### src/rtl/mem_arb_pkg.sv
// mem_arb_pkg -- shared definitions for the memory arbiter.
//   Holds the controller state encoding, the default parameter values
//   and a helper that sizes requester-index fields.
package mem_arb_pkg;

    localparam int DEF_WIDTH   = 32;
    localparam int DEF_DEPTH   = 256;
    localparam int DEF_ADDR    = 8;
    localparam int DEF_NREQ    = 4;
    localparam int DEF_TIMEOUT = 16;

    typedef enum logic [1:0] {
        IDLE = 2'd0,
        BUSY = 2'd1,
        RESP = 2'd2
    } arb_state_e;

    // Index width for n requesters; never zero so a single requester still
    // gets a legal 1-bit field.
    function automatic int idx_w(input int n);
        return (n > 1) ? $clog2(n) : 1;
    endfunction

endpackage

### src/rtl/rr_arbiter.sv
// rr_arbiter -- combinational round-robin selector.
//   req   : request vector, one bit per requester
//   ptr   : requester with highest priority this round
//   grant : one-hot winner (all zero when nobody requests)
//   idx   : binary index of the winner
//   any   : at least one request present
module rr_arbiter
    import mem_arb_pkg::*;
#(
    parameter int NREQ = DEF_NREQ,
    parameter int PW   = idx_w(NREQ)
) (
    input  logic [NREQ-1:0] req,
    input  logic [PW-1:0]   ptr,
    output logic [NREQ-1:0] grant,
    output logic [PW-1:0]   idx,
    output logic            any
);

    logic [PW:0] pos;

    // Walk ptr, ptr+1, ... wrapping at NREQ; the first requester seen wins.
    always_comb begin
        grant = '0;
        idx   = '0;
        any   = 1'b0;
        pos   = '0;
        for (int i = 0; i < NREQ; i++) begin
            pos = {1'b0, ptr} + (PW+1)'(i);
            if (pos >= (PW+1)'(NREQ))
                pos = pos - (PW+1)'(NREQ);
            if (!any && req[pos[PW-1:0]]) begin
                any                = 1'b1;
                grant[pos[PW-1:0]] = 1'b1;
                idx                = pos[PW-1:0];
            end
        end
    end

endmodule

### src/rtl/mem_arbiter.sv
// mem_arbiter -- round-robin arbiter giving NREQ requesters access to a
// single-port memory, one transaction at a time.
//   clk, rst_n          : clock, asynchronous active-low reset
//   req_valid/req_wrbar : per-requester request and op (1 = write)
//   req_addr/req_wdata  : packed per-requester address / write data
//   req_ready           : one-hot, one-cycle completion pulse
//   req_rdata           : read data, held until the next read completes
//   req_err             : completion ended by the watchdog (with req_ready)
//   mem_*               : memory command, held stable until mem_ready
// Build option: define MEM_ARB_TIMEOUT_EN to enable the BUSY watchdog;
// otherwise BUSY waits forever and req_err is tied low.
module mem_arbiter
    import mem_arb_pkg::*;
#(
    parameter int WIDTH   = DEF_WIDTH,
    parameter int DEPTH   = DEF_DEPTH,
    parameter int ADDR    = DEF_ADDR,
    parameter int NREQ    = DEF_NREQ,
    parameter int TIMEOUT = DEF_TIMEOUT
) (
    input  logic                  clk,
    input  logic                  rst_n,
    input  logic [NREQ-1:0]       req_valid,
    input  logic [NREQ-1:0]       req_wrbar,
    input  logic [NREQ*ADDR-1:0]  req_addr,
    input  logic [NREQ*WIDTH-1:0] req_wdata,
    output logic [NREQ-1:0]       req_ready,
    output logic [WIDTH-1:0]      req_rdata,
    output logic                  req_err,
    output logic [ADDR-1:0]       mem_addr,
    output logic [WIDTH-1:0]      mem_wdata,
    output logic                  mem_wrbar,
    output logic                  mem_valid,
    input  logic                  mem_ready,
    input  logic [WIDTH-1:0]      mem_rdata
);

    localparam int PW = idx_w(NREQ);

    // Out-of-range addresses are forwarded untouched; only reject
    // configurations that cannot work at all.
    if (DEPTH < 1 || TIMEOUT < 1) begin : g_bad_cfg
        $error("mem_arbiter: DEPTH and TIMEOUT must be positive");
    end

    arb_state_e state_q, state_d;

    logic [PW-1:0]   ptr_q;
    logic [PW-1:0]   g_q;
    logic [NREQ-1:0] g_oh_q;
    logic [NREQ-1:0] win_oh;
    logic [PW-1:0]   win_idx;
    logic            win_any;
    logic            timeout;
    logic            mem_done;

    logic [ADDR-1:0]  addr_arr  [NREQ];
    logic [WIDTH-1:0] wdata_arr [NREQ];

    for (genvar i = 0; i < NREQ; i++) begin : g_unpack
        assign addr_arr[i]  = req_addr[i*ADDR +: ADDR];
        assign wdata_arr[i] = req_wdata[i*WIDTH +: WIDTH];
    end

    rr_arbiter #(.NREQ(NREQ), .PW(PW)) u_rr (
        .req   (req_valid),
        .ptr   (ptr_q),
        .grant (win_oh),
        .idx   (win_idx),
        .any   (win_any)
    );

`ifdef MEM_ARB_TIMEOUT_EN
    localparam int TW = $clog2(TIMEOUT + 1);

    logic [TW-1:0] to_cnt;
    logic          err_q;

    // to_cnt holds the number of BUSY cycles already spent without
    // mem_ready, so the TIMEOUT-th BUSY edge is the one that gives up.
    always_ff @(posedge clk or negedge rst_n) begin
        if (!rst_n)
            to_cnt <= '0;
        else if (state_q != BUSY)
            to_cnt <= '0;
        else if (!mem_ready)
            to_cnt <= to_cnt + TW'(1);
    end

    assign timeout = (state_q == BUSY) && !mem_ready && (to_cnt == TW'(TIMEOUT - 1));

    // Raised for the RESP cycle only, alongside req_ready.
    always_ff @(posedge clk or negedge rst_n) begin
        if (!rst_n)
            err_q <= 1'b0;
        else
            err_q <= timeout;
    end

    assign req_err = err_q;
`else
    assign timeout = 1'b0;
    assign req_err = 1'b0;
`endif

    assign mem_done = mem_ready || timeout;

    always_ff @(posedge clk or negedge rst_n) begin
        if (!rst_n)
            state_q <= IDLE;
        else
            state_q <= state_d;
    end

    always_comb begin
        state_d = state_q;
        case (state_q)
            IDLE:    if (win_any)  state_d = BUSY;
            BUSY:    if (mem_done) state_d = RESP;
            RESP:    state_d = IDLE;
            default: state_d = IDLE;
        endcase
    end

    // The grant is latched in IDLE, so requests that appear or drop later
    // cannot disturb the transaction in flight. req_ready is loaded on the
    // BUSY->RESP edge so the pulse coincides with the RESP cycle and the
    // requester has dropped req_valid before IDLE samples again.
    always_ff @(posedge clk or negedge rst_n) begin
        if (!rst_n) begin
            ptr_q     <= '0;
            g_q       <= '0;
            g_oh_q    <= '0;
            mem_valid <= 1'b0;
            mem_addr  <= '0;
            mem_wdata <= '0;
            mem_wrbar <= 1'b0;
            req_ready <= '0;
            req_rdata <= '0;
        end else begin
            req_ready <= '0;
            case (state_q)
                IDLE: begin
                    if (win_any) begin
                        g_q       <= win_idx;
                        g_oh_q    <= win_oh;
                        mem_addr  <= addr_arr[win_idx];
                        mem_wdata <= wdata_arr[win_idx];
                        mem_wrbar <= req_wrbar[win_idx];
                        mem_valid <= 1'b1;
                    end
                end
                BUSY: begin
                    if (mem_done) begin
                        mem_valid <= 1'b0;
                        req_ready <= g_oh_q;
                        if (mem_ready && !mem_wrbar)
                            req_rdata <= mem_rdata;
                    end
                end
                RESP: begin
                    ptr_q <= (g_q == PW'(NREQ - 1)) ? '0 : g_q + PW'(1);
                end
                default: ;
            endcase
        end
    end

endmodule

### config.mk
export PLATFORM = sky130hd
export DESIGN_NAME = mem_arbiter
export DESIGN_NICKNAME = d
export VERILOG_FILES = /design/src/rtl/mem_arb_pkg.sv /design/src/rtl/rr_arbiter.sv /design/src/rtl/mem_arbiter.sv
export SDC_FILE = /design/constraint.sdc
export NUM_CORES = 1
export LEC_CHECK = 0
export CAP_MARGIN = 25
export CORE_MARGIN = 2
export CORE_UTILIZATION = 41
export CTS_BUF_LIST = sky130_fd_sc_hd__clkbuf_8
export CTS_CLUSTER_DIAMETER = 80
export CTS_CLUSTER_SIZE = 16
export DETAILED_ROUTE_END_ITERATION = 8
export PLACE_DENSITY_LB_ADDON = 0.25
export SLEW_MARGIN = 20
export SYNTH_ARGS = -nofsm -noshare
export SYNTH_HDL_FRONTEND = slang
export SYNTH_SLANG_ARGS = --single-unit
### constraint.sdc
create_clock -name clk -period 4.1 [get_ports clk]
set_input_delay 1.23 -clock clk [delete_from_list [all_inputs] [get_ports clk]]
set_output_delay 1.23 -clock clk [all_outputs]
set_load 0.02 [all_outputs]
==> results.json, run 1 <==
{
  "drt_iter0_drc": 293,
  "cts-resized-gates": 0,
  "place_congestion": 0.826,
  "clk_pin_slew_ns": 0.09,
  "period_share_pct": 88.9,
  "fin_crit_ns": 3.64,
  "wirelength_um": 16700,
  "via_per_inst": 5.54,
  "synth_area_per_cell_um2": 11.1,
  "rows": 41,
  "drc": 0,
  "drive_gt1_share_pct": 16.0,
  "timing_worst_setup_path_type": "input port to flop",
  "hold_path_class": "flop to flop",
  "hold_end": "g_oh_q[0]$_DFFE_PN0P_",
  "antenna_found_initial": 0,
  "timing.fmax_mhz": 274,
  "synth_compound_area_share_pct": 24.7,
  "routed-wl-met3_um": 1200,
  "finalSetupTns_ns": 0,
  "grt_max_degree": 43,
  "final_common_cell": "clkdlybuf4s50_1",
  "setup_viol": 0,
  "cts_buffer_depth": 2,
  "root_buffer": "clkbuf_8",
  "core-area_um2": 12600,
  "cts_tree": "built",
  "dp_hpwl_um": 12700,
  "area_delta_synth_final_pct": 62.7,
  "start_util_pct": 41.7,
  "synthArstFlopShare_pct": 100,
  "r2r_slack_ns": 0.91,
  "port_buffers": 280,
  "synth-seq-cells": 88,
  "hold_buffers": 0,
  "ys_seq_area_share_pct": 42.0,
  "htreeDepth": 3,
  "final_cell_area_um2": 8520,
  "whs_path_depth": 2,
  "dr.pass1.iters": 4,
  "die-area_um2": 13700,
  "overflow": 0,
  "slew_violations": 0,
  "skew_ns": 0.0140,
  "highest_layer": "met4",
  "met1_length_um": 6520,
  "netlist_area_um2": 5240,
  "grt_pass1_wl_um": 25500,
  "relSlewSlack_pct": 35.8,
  "placed_area_um2": 8300,
  "ant_nets": 0,
  "layout_common_cells": "clkdlybuf4s50_1 (279), dfrtp_1 (88), o211ai_1 (54)",
  "avgRoutedWirePerCell_um": 18.2,
  "vias": 5094,
  "tightest_slew_ns": 0.960,
  "synth_nets": 682,
  "maxCapViolCount": 0,
  "critical_path.endpoint_type": "flop",
  "grt_pass1_vias": 5191,
  "diodes": 0,
  "nets": 952,
  "hold_violations": 0,
  "synth-xor-area-share_pct": 0,
  "critPathRequiredTime_ns": 4.33,
  "rsz0062_at_grt": "false",
  "synthAdderAreaFrac_pct": 1.43,
  "muxShareOfSynthArea_pct": 19.3,
  "cts_sinks": 88,
  "numCtsBuffers": 9,
  "crit_arrival_ns": 3.88,
  "critPathMaxFanout": 29,
  "reg2reg_to": "mem_wdata[7]$_DFFE_PN0P_",
  "io_pins": 282,
  "synthSimpleGateAreaFrac_pct": 5.73,
  "worstHoldStart": "g_oh_q[0]$_DFFE_PN0P_",
  "power_density_nw_per_um2": 773,
  "synth_top_family_by_area": "compound AO/OA/AOI/OAI gates",
  "power_leakage_uw": 0.00339,
  "yosysUniqueCellTypes": 47,
  "grt_use_total_pct": 23.8,
  "startpoint_type": "input port",
  "ys.flop_type": "dfrtp_1",
  "irDropWorstVdd_uv": 398,
  "synthCells": 473,
  "status": "completed",
  "r2r_cells": 9,
  "die_w_um": 117,
  "reg2reg_from": "ptr_q[1]$_DFFE_PN0N_",
  "cts_setup_buffers": 0,
  "die_h_um": 117,
  "yosysWarnings": 0,
  "clk_latency_ns": 0.35,
  "synth_edf_count": 0,
  "met2WireLength_um": 8570
}
kinds of logic after synthesis:
| family | Yosys count |
|---|---|
| AND/OR/NAND/NOR | 65 |
| adder cells (fa/ha/maj) | 6 |
| buffers and inverters | 79 |
| AO/OA/AOI/OAI | 152 |
| other | 1 |
| flip-flops | 88 |
| multiplexers | 82 |
metal layers:
metal / vias up / GRT usage, %
met4: 0 / 9.18
met3: 29 / 4.84
li1: 2362 / -
met1: 2469 / 27.9
met2: 234 / 42.8
met5: - / 0
cell usage after synthesis (6+ instances only):
library cell | n | area, µm²
dfrtp_1 | 88 | 2200
o211ai_1 | 54 | 405
mux2_2 | 35 | 394
nand2_1 | 34 | 128
inv_1 | 33 | 124
clkbuf_1 | 29 | 109
mux2_1 | 28 | 315
o221a_2 | 17 | 191
a221o_1 | 13 | 130
a311oi_1 | 13 | 114
o32ai_1 | 13 | 114
mux2_4 | 12 | 180
nor2_1 | 12 | 45.0
o21ai_0 | 10 | 50.1
o221a_1 | 10 | 113
buf_2 | 8 | 40.0
and2_1 | 6 | 37.5
ha_1 | 6 | 75.1
power by group:
group          leakage (µW)  internal [µW]  switching, µW
Clock              0.000102            301            316
Combinational       0.00225           2200           2220
Sequential          0.00104           1300            254
worst max-delay path by stage:
stage                       startpoint                   endpoint  slack (ns)  cells after the start
after floorplan           req_valid[1]    mem_addr[0]$_DFFE_PN0P_        0.75                      9
after global placement    req_valid[2]  mem_wdata[17]$_DFFE_PN0P_        0.14                      7
after detailed placement  req_valid[2]  mem_wdata[27]$_DFFE_PN0P_        0.03                      7
after CTS                 req_valid[2]  mem_wdata[27]$_DFFE_PN0P_        0.42                      7
after global routing      req_valid[3]   mem_wdata[7]$_DFFE_PN0P_        0.36                      8
final                     req_valid[3]   mem_wdata[7]$_DFFE_PN0P_        0.46                      8
area by class of cell:
class | instances | area [µm²]
Fill cell | 935 | 4050
Timing Repair Buffer | 305 | 3040
Multi-Input combinational cell | 306 | 2730
Sequential cell | 88 | 2200
Tap cell | 172 | 215
Clock buffer | 10 | 138
Inverter | 33 | 124
Clock inverter | 6 | 68.8
flip-flops by register name, indices dropped and copies added (netlist names):
register	flops
state_q	2
req_ready	4
mem_wrbar	1
req_rdata	32
mem_valid	1
mem_addr	8
g_q	2
mem_wdata	32
ptr_q	2
g_oh_q	4
stage by stage:
step / instances / total power (µW) / hold WS (ns) / setup slack, ns / utilization (%)
2_1_floorplan: 473 / 4270 / 0.442 / 0.748 / -
3_3_place_gp: 903 / 5860 / 0.455 / 0.140 / 66.1
3_5_place_dp: 903 / 5990 / 0.464 / 0.0333 / 66.1
4_1_cts: 919 / 6620 / 0.486 / 0.419 / 67.7
5_1_grt: 920 / 7030 / 0.522 / 0.355 / 67.8
6_report: 920 / 6590 / 0.479 / 0.457 / 67.8
critical path: stages:
cell and delay, ns:
clkdlybuf4s50_1 0.62, mux4_2 0.34, nor3_1 0.08, buf_4 0.15, a211oi_4 0.81, o21ai_2 0.16, buf_12 0.22, o221a_2 0.26
Note: power is estimated with default switching activity, not from simulation.
==> run 2: changes to the inputs <==
--- a/config.mk
+++ b/config.mk
@@ -5,7 +5,6 @@
 export SDC_FILE = /design/constraint.sdc
 export NUM_CORES = 1
 export LEC_CHECK = 0
-export CAP_MARGIN = 25
 export CORE_MARGIN = 2
 export CORE_UTILIZATION = 41
 export CTS_BUF_LIST = sky130_fd_sc_hd__clkbuf_8
@@ -13,6 +12,7 @@
 export CTS_CLUSTER_SIZE = 16
 export DETAILED_ROUTE_END_ITERATION = 8
 export PLACE_DENSITY_LB_ADDON = 0.25
+export SKIP_CTS_REPAIR_TIMING = 1
 export SLEW_MARGIN = 20
 export SYNTH_ARGS = -nofsm -noshare
 export SYNTH_HDL_FRONTEND = slang
==> run 2 against run 1 <==
- non-clock buffer count is 1 lower
- via count about the same
- final area is 0.13% lower
- die area unchanged
- critical path depth shrank 1
- sequential cell count unchanged
- critical path type unchanged
- clock skew barely moved
- final cell count fell by 0.11%
- combinational power barely moved
- power fell by 0.30%
- sequential power barely moved
==> results.json, run 2 (same netlist as run 1, synthesis figures left out) <==
{
  "slew_violations": 0,
  "dp_hpwl_um": 12700,
  "path_delay_family": "simple AND/OR/NAND/NOR gates",
  "critPathMaxFanout": 27,
  "die_h_um": 117,
  "area_delta_synth_final_pct": 62.5,
  "die_w_um": 117,
  "setup_viol": 0,
  "grt_use_total_pct": 23.8,
  "power_density_nw_per_um2": 772,
  "io_pins": 282,
  "drc": 0,
  "power.share.clock_pct": 9.4,
  "switchingPower_uw": 2780,
  "overflow": 0,
  "grt_pass1_wl_um": 25500,
  "gr-usage-met1_pct": 27.9,
  "cts_sinks": 88,
  "place_congestion": 0.826,
  "clk_latency_ns": 0.35,
  "via_per_inst": 5.54,
  "port_buffers": 280,
  "r2r_slack_ns": 0.83,
  "grt_max_degree": 43,
  "worstHoldStart": "g_oh_q[0]$_DFFE_PN0P_",
  "cp_num_buf_inv": 2,
  "critPathRequiredTime_ns": 4.34,
  "pwr-share-comb_pct": 66.9,
  "maxCapViolCount": 0,
  "hold_violations": 0,
  "final_common_cell": "clkdlybuf4s50_1",
  "relSlewSlack_pct": 29.4,
  "grtUsageMet3_pct": 4.84,
  "start_util_pct": 41.7,
  "rsz0062_at_grt": "false",
  "timing_worst_setup_path_type": "input port to flop",
  "drive_gt1_share_pct": 15.9,
  "fin_crit_ns": 3.69,
  "htreeDepth": 3,
  "clk_pin_slew_ns": 0.09,
  "cts_tree": "built",
  "skew_ns": 0.0135,
  "finalSetupTns_ns": 0,
  "drt_iter0_drc": 323,
  "tightest_slew_ns": 1.05,
  "hold_path_class": "flop to flop",
  "cts_buffer_depth": 2,
  "core-area_um2": 12600,
  "path_cells": "clkdlybuf4s50_1, mux4_2, inv_1, a211o_1, nor3_4, o211ai_1, o221a_2",
  "period_share_pct": 90.0,
  "status": "completed",
  "ant_nets": 0,
  "root_buffer": "clkbuf_8",
  "antenna_found_initial": 0,
  "wirelength_um": 16700,
  "grt_use_met2_pct": 42.8,
  "pwr-share-seq_pct": 23.7,
  "rows": 41,
  "layout_common_cells": "clkdlybuf4s50_1 (279), dfrtp_1 (88), o211ai_1 (54)",
  "irDropWorstVdd_uv": 402,
  "startpoint_type": "input port",
  "top_usage_layer": "met2",
  "nets": 951,
  "swShare_pct": 42.4,
  "crit_arrival_ns": 3.93,
  "power_leakage_uw": 0.00339,
  "cpPeakStageDelay_ns": 0.88,
  "critical_path.endpoint_type": "flop",
  "crit_slowest_cell": "nor3_4",
  "reg2reg_from": "ptr_q[1]$_DFFE_PN0N_",
  "r2r_cells": 8,
  "vias": 5092,
  "largestRegisters": "mem_wdata: 32 flops, req_rdata: 32 flops, mem_addr: 8 flops",
  "avgRoutedWirePerCell_um": 18.2,
  "diodes": 0,
  "reg2reg_to": "mem_wdata[2]$_DFFE_PN0P_",
  "timing.fmax_mhz": 271,
  "whs_path_depth": 2,
  "p_int_uw": 3790,
  "power_uw": 6570,
  "hold_end": "g_oh_q[0]$_DFFE_PN0P_",
  "numCtsBuffers": 9,
  "die-area_um2": 13700,
  "grt_pass1_vias": 5191,
  "dr.pass1.iters": 4
}
[run 2: layout make-up]
cell class,count,area [µm²]
clock buffers,10,138
inverters,33,124
repair buffers,304,3030
multi-input cells,306,2730
flip-flops and latches,88,2200
fillers,935,4060
well taps,172,215
clock inverters,6,68.8
[run 2: through the flow]
step                      hold WS, ns  utilization (%)  setup WS (ns)  cells  area, µm²
after global placement          0.455             66.1          0.140    903       8300
after CTS                       0.486             67.7          0.419    919       8510
after global routing            0.522             67.7          0.286    919       8510
final                           0.479             67.7          0.412    919       8510
after detailed placement        0.464             66.1         0.0333    903       8300
after floorplan                 0.442                -          0.748    473       5240
[run 2: how the worst max path moves through the flow]
| stage | from | to | slack [ns] | depth (start not counted) |
|---|---|---|---|---|
| finish | req_valid[3] | mem_wdata[2]$_DFFE_PN0P_ | 0.41 | 7 |
| CTS | req_valid[2] | mem_wdata[27]$_DFFE_PN0P_ | 0.42 | 7 |
| global placement | req_valid[2] | mem_wdata[17]$_DFFE_PN0P_ | 0.14 | 7 |
| floorplan | req_valid[1] | mem_addr[0]$_DFFE_PN0P_ | 0.75 | 9 |
| detailed placement | req_valid[2] | mem_wdata[27]$_DFFE_PN0P_ | 0.03 | 7 |
| global route | req_valid[2] | mem_wdata[26]$_DFFE_PN0P_ | 0.29 | 7 |
[run 2: per-layer routing]
metal | wire (µm) | vias to the layer above
met4 | 366 | 0
met5 | 0 | -
met1 | 6570 | 2469
met2 | 8510 | 240
li1 | - | 2359
met3 | 1240 | 24
[run 2: worst min-delay path, cell delays in order (launching register included)]
cell and delay (ns):
dfrtp_1 0.35, nand2_1 0.04, o21ai_0 0.06
[run 2: power groups by stage]
stage / Sequential, µW / Clock [µW] / Combinational, µW
floorplan: 1990 / 0 / 2280
global placement: 1550 / 0 / 4310
detailed placement: 1570 / 0 / 4420
CTS: 1560 / 634 / 4420
global route: 1610 / 673 / 4730
finish: 1560 / 616 / 4400
==> run 3: changes to the inputs <==
--- a/config.mk
+++ b/config.mk
@@ -5,12 +5,13 @@
 export SDC_FILE = /design/constraint.sdc
 export NUM_CORES = 1
 export LEC_CHECK = 0
-export CORE_MARGIN = 2
-export CORE_UTILIZATION = 41
+export CORE_AREA = 2 2 109 111
 export CTS_BUF_LIST = sky130_fd_sc_hd__clkbuf_8
 export CTS_CLUSTER_DIAMETER = 80
 export CTS_CLUSTER_SIZE = 16
 export DETAILED_ROUTE_END_ITERATION = 8
+export DIE_AREA = 0 0 111 113
+export DONT_BUFFER_PORTS = 1
 export PLACE_DENSITY_LB_ADDON = 0.25
 export SKIP_CTS_REPAIR_TIMING = 1
 export SLEW_MARGIN = 20
==> run 3 against run 2 <==
- final area fell by 34%
- register-to-register slack got worse by 0.12 ns
- combinational power down 36%
- sequential cell count unchanged
- critical path depth grew 2
- final cell count down 35%
- sequential power rose by 35%
- first-iteration DRC count decreased by 27%
- clock skew decreased by 0.0046 ns
- fmax up 8.8%
- largest power group unchanged
- highest routed layer unchanged
==> results.json, run 3 (same netlist as run 1, synthesis figures left out) <==
{
  "grt_use_total_pct": 21.8,
  "p_int_uw": 2950,
  "relSlewSlack_pct": 45.3,
  "clk_pin_slew_ns": 0.09,
  "final.fill_count": 1001,
  "timing_worst_setup_path_type": "flop to flop",
  "hold_path_class": "flop to flop",
  "clk_latency_ns": 0.35,
  "dp_hpwl_um": 10000,
  "place_congestion": 0.843,
  "reg2reg_from": "ptr_q[1]$_DFFE_PN0N_",
  "critical_path.endpoint_type": "flop",
  "overflow": 0,
  "power_density_nw_per_um2": 995,
  "area_delta_synth_final_pct": 7.00,
  "port_buffers": 0,
  "nets": 662,
  "rows": 39,
  "switchingPower_uw": 2620,
  "avgRoutedWirePerCell_um": 23.3,
  "critPathRequiredTime_ns": 4.34,
  "wirelength_um": 14000,
  "grt_pass1_wl_um": 21700,
  "critPathLaunch": "ptr_q[1]$_DFFE_PN0N_",
  "dr.pass1.iters": 4,
  "ant_nets": 0,
  "io_pins": 282,
  "antenna_found_initial": 0,
  "cts_buffer_depth": 2,
  "worstHoldStart": "g_oh_q[2]$_DFFE_PN0P_",
  "grt_pass1_vias": 4060,
  "regArea_um2": 2200,
  "diodes": 0,
  "power.share.clock_pct": 11.5,
  "period_share_pct": 82.6,
  "grt_max_degree": 89,
  "pwr-share-comb_pct": 50.8,
  "core-area_um2": 11300,
  "via_per_inst": 6.62,
  "startpoint_type": "flop",
  "tightest_slew_ns": 0.817,
  "htreeDepth": 3,
  "fin_crit_ns": 3.39,
  "slew_violations": 0,
  "final_cell_area_um2": 5600,
  "pwr-share-seq_pct": 37.7,
  "crit_arrival_ns": 3.62,
  "drt_iter0_drc": 237,
  "swShare_pct": 47.1,
  "skew_ns": 0.00892,
  "irDropWorstVdd_uv": 448,
  "status": "completed",
  "cts_sinks": 88,
  "timing.fmax_mhz": 295,
  "rsz0062_at_grt": "false",
  "root_buffer": "clkbuf_8",
  "drc": 0,
  "multi_input_area_um2": 2740,
  "critPathMaxFanout": 37,
  "placed_area_um2": 5360,
  "finalSetupTns_ns": 0,
  "numCtsBuffers": 9,
  "drive_gt1_share_pct": 23.8,
  "layout_common_cells": "dfrtp_1 (88), o211ai_1 (54), mux2_2 (35)",
  "largestRegisters": "mem_wdata: 32 flops, req_rdata: 32 flops, mem_addr: 8 flops",
  "die_h_um": 113,
  "power_leakage_uw": 0.00224,
  "setup_viol": 0,
  "die-area_um2": 12500,
  "die_w_um": 111,
  "hold_violations": 0,
  "cts_tree": "built",
  "start_util_pct": 46.5,
  "final_common_cell": "dfrtp_1",
  "vias": 3980,
  "maxCapViolCount": 0
}
run 3: changes by cell type in the layout (fill, tap and decap cells not counted), sizes merged:
cell,previous run,this run
buf,25,15
clkbuf,10,11
clkdlybuf4s50,279,0
inv,33,35
clkinv,4,0
clkinvlp,1,2
run 3: critical path, cell delays in order (launching register included):
cell,delay [ns]
dfrtp_1,0.53
inv_1,0.13
ha_1,0.46
mux4_2,0.45
nor2b_1,0.53
o21ai_4,0.10
o21a_4,0.15
buf_4,0.27
mux2_1,0.40
o221a_2,0.23
run 3: worst paths after layout:
kind,end,slack (ns),cells past startpoint
max,mem_wdata[17]$_DFFE_PN0P_,0.71,9
min,g_oh_q[2]$_DFFE_PN0P_,0.48,2
max reg2reg,mem_wdata[17]$_DFFE_PN0P_,0.71,9
min reg2reg,g_oh_q[2]$_DFFE_PN0P_,0.48,2
max in group asynchronous,mem_wdata[8]$_DFFE_PN0P_,3.36,0
min in group asynchronous,req_rdata[27]$_DFFE_PN0P_,0.57,0
run 3: layout make-up:
| type | count | share of cell area (%) |
|---|---|---|
| clock buffer | 11 | 2.70 |
| clock inverter | 5 | 1.12 |
| inverter | 33 | 2.21 |
| multi-input combinational | 306 | 48.9 |
| sequential | 88 | 39.3 |
| tap | 143 | 3.19 |
| timing repair buffer | 15 | 2.59 |
run 3: per-stage QoR:
| step | power (µW) | instances | setup slack [ns] | hold slack (ns) | util (%) |
|---|---|---|---|---|---|
| 2_1_floorplan | 4270 | 473 | 0.748 | 0.442 | - |
| 3_3_place_gp | 4840 | 584 | 0.410 | 0.461 | 47.5 |
| 3_5_place_dp | 4940 | 584 | 0.354 | 0.463 | 47.6 |
| 4_1_cts | 5590 | 600 | 0.507 | 0.484 | 49.5 |
| 5_1_grt | 5950 | 601 | 0.564 | 0.520 | 49.7 |
| 6_report | 5580 | 601 | 0.711 | 0.476 | 49.7 |
run 3: power by group through the flow:
stage / sequential, µW / clock (µW) / combinational [µW]
final: 2100 / 639 / 2830
after floorplan: 1990 / 0 / 2280
after global placement: 2130 / 0 / 2710
after detailed placement: 2130 / 0 / 2810
after global routing: 2150 / 699 / 3100
after CTS: 2120 / 663 / 2810
run 3: layer usage:
metal / routed length [µm] / GRT usage, %
met1: 5390 / 25.4
met2: 7140 / 38.4
met3: 1080 / 4.98
met4: 412 / 10.3
met5: 0 / 0
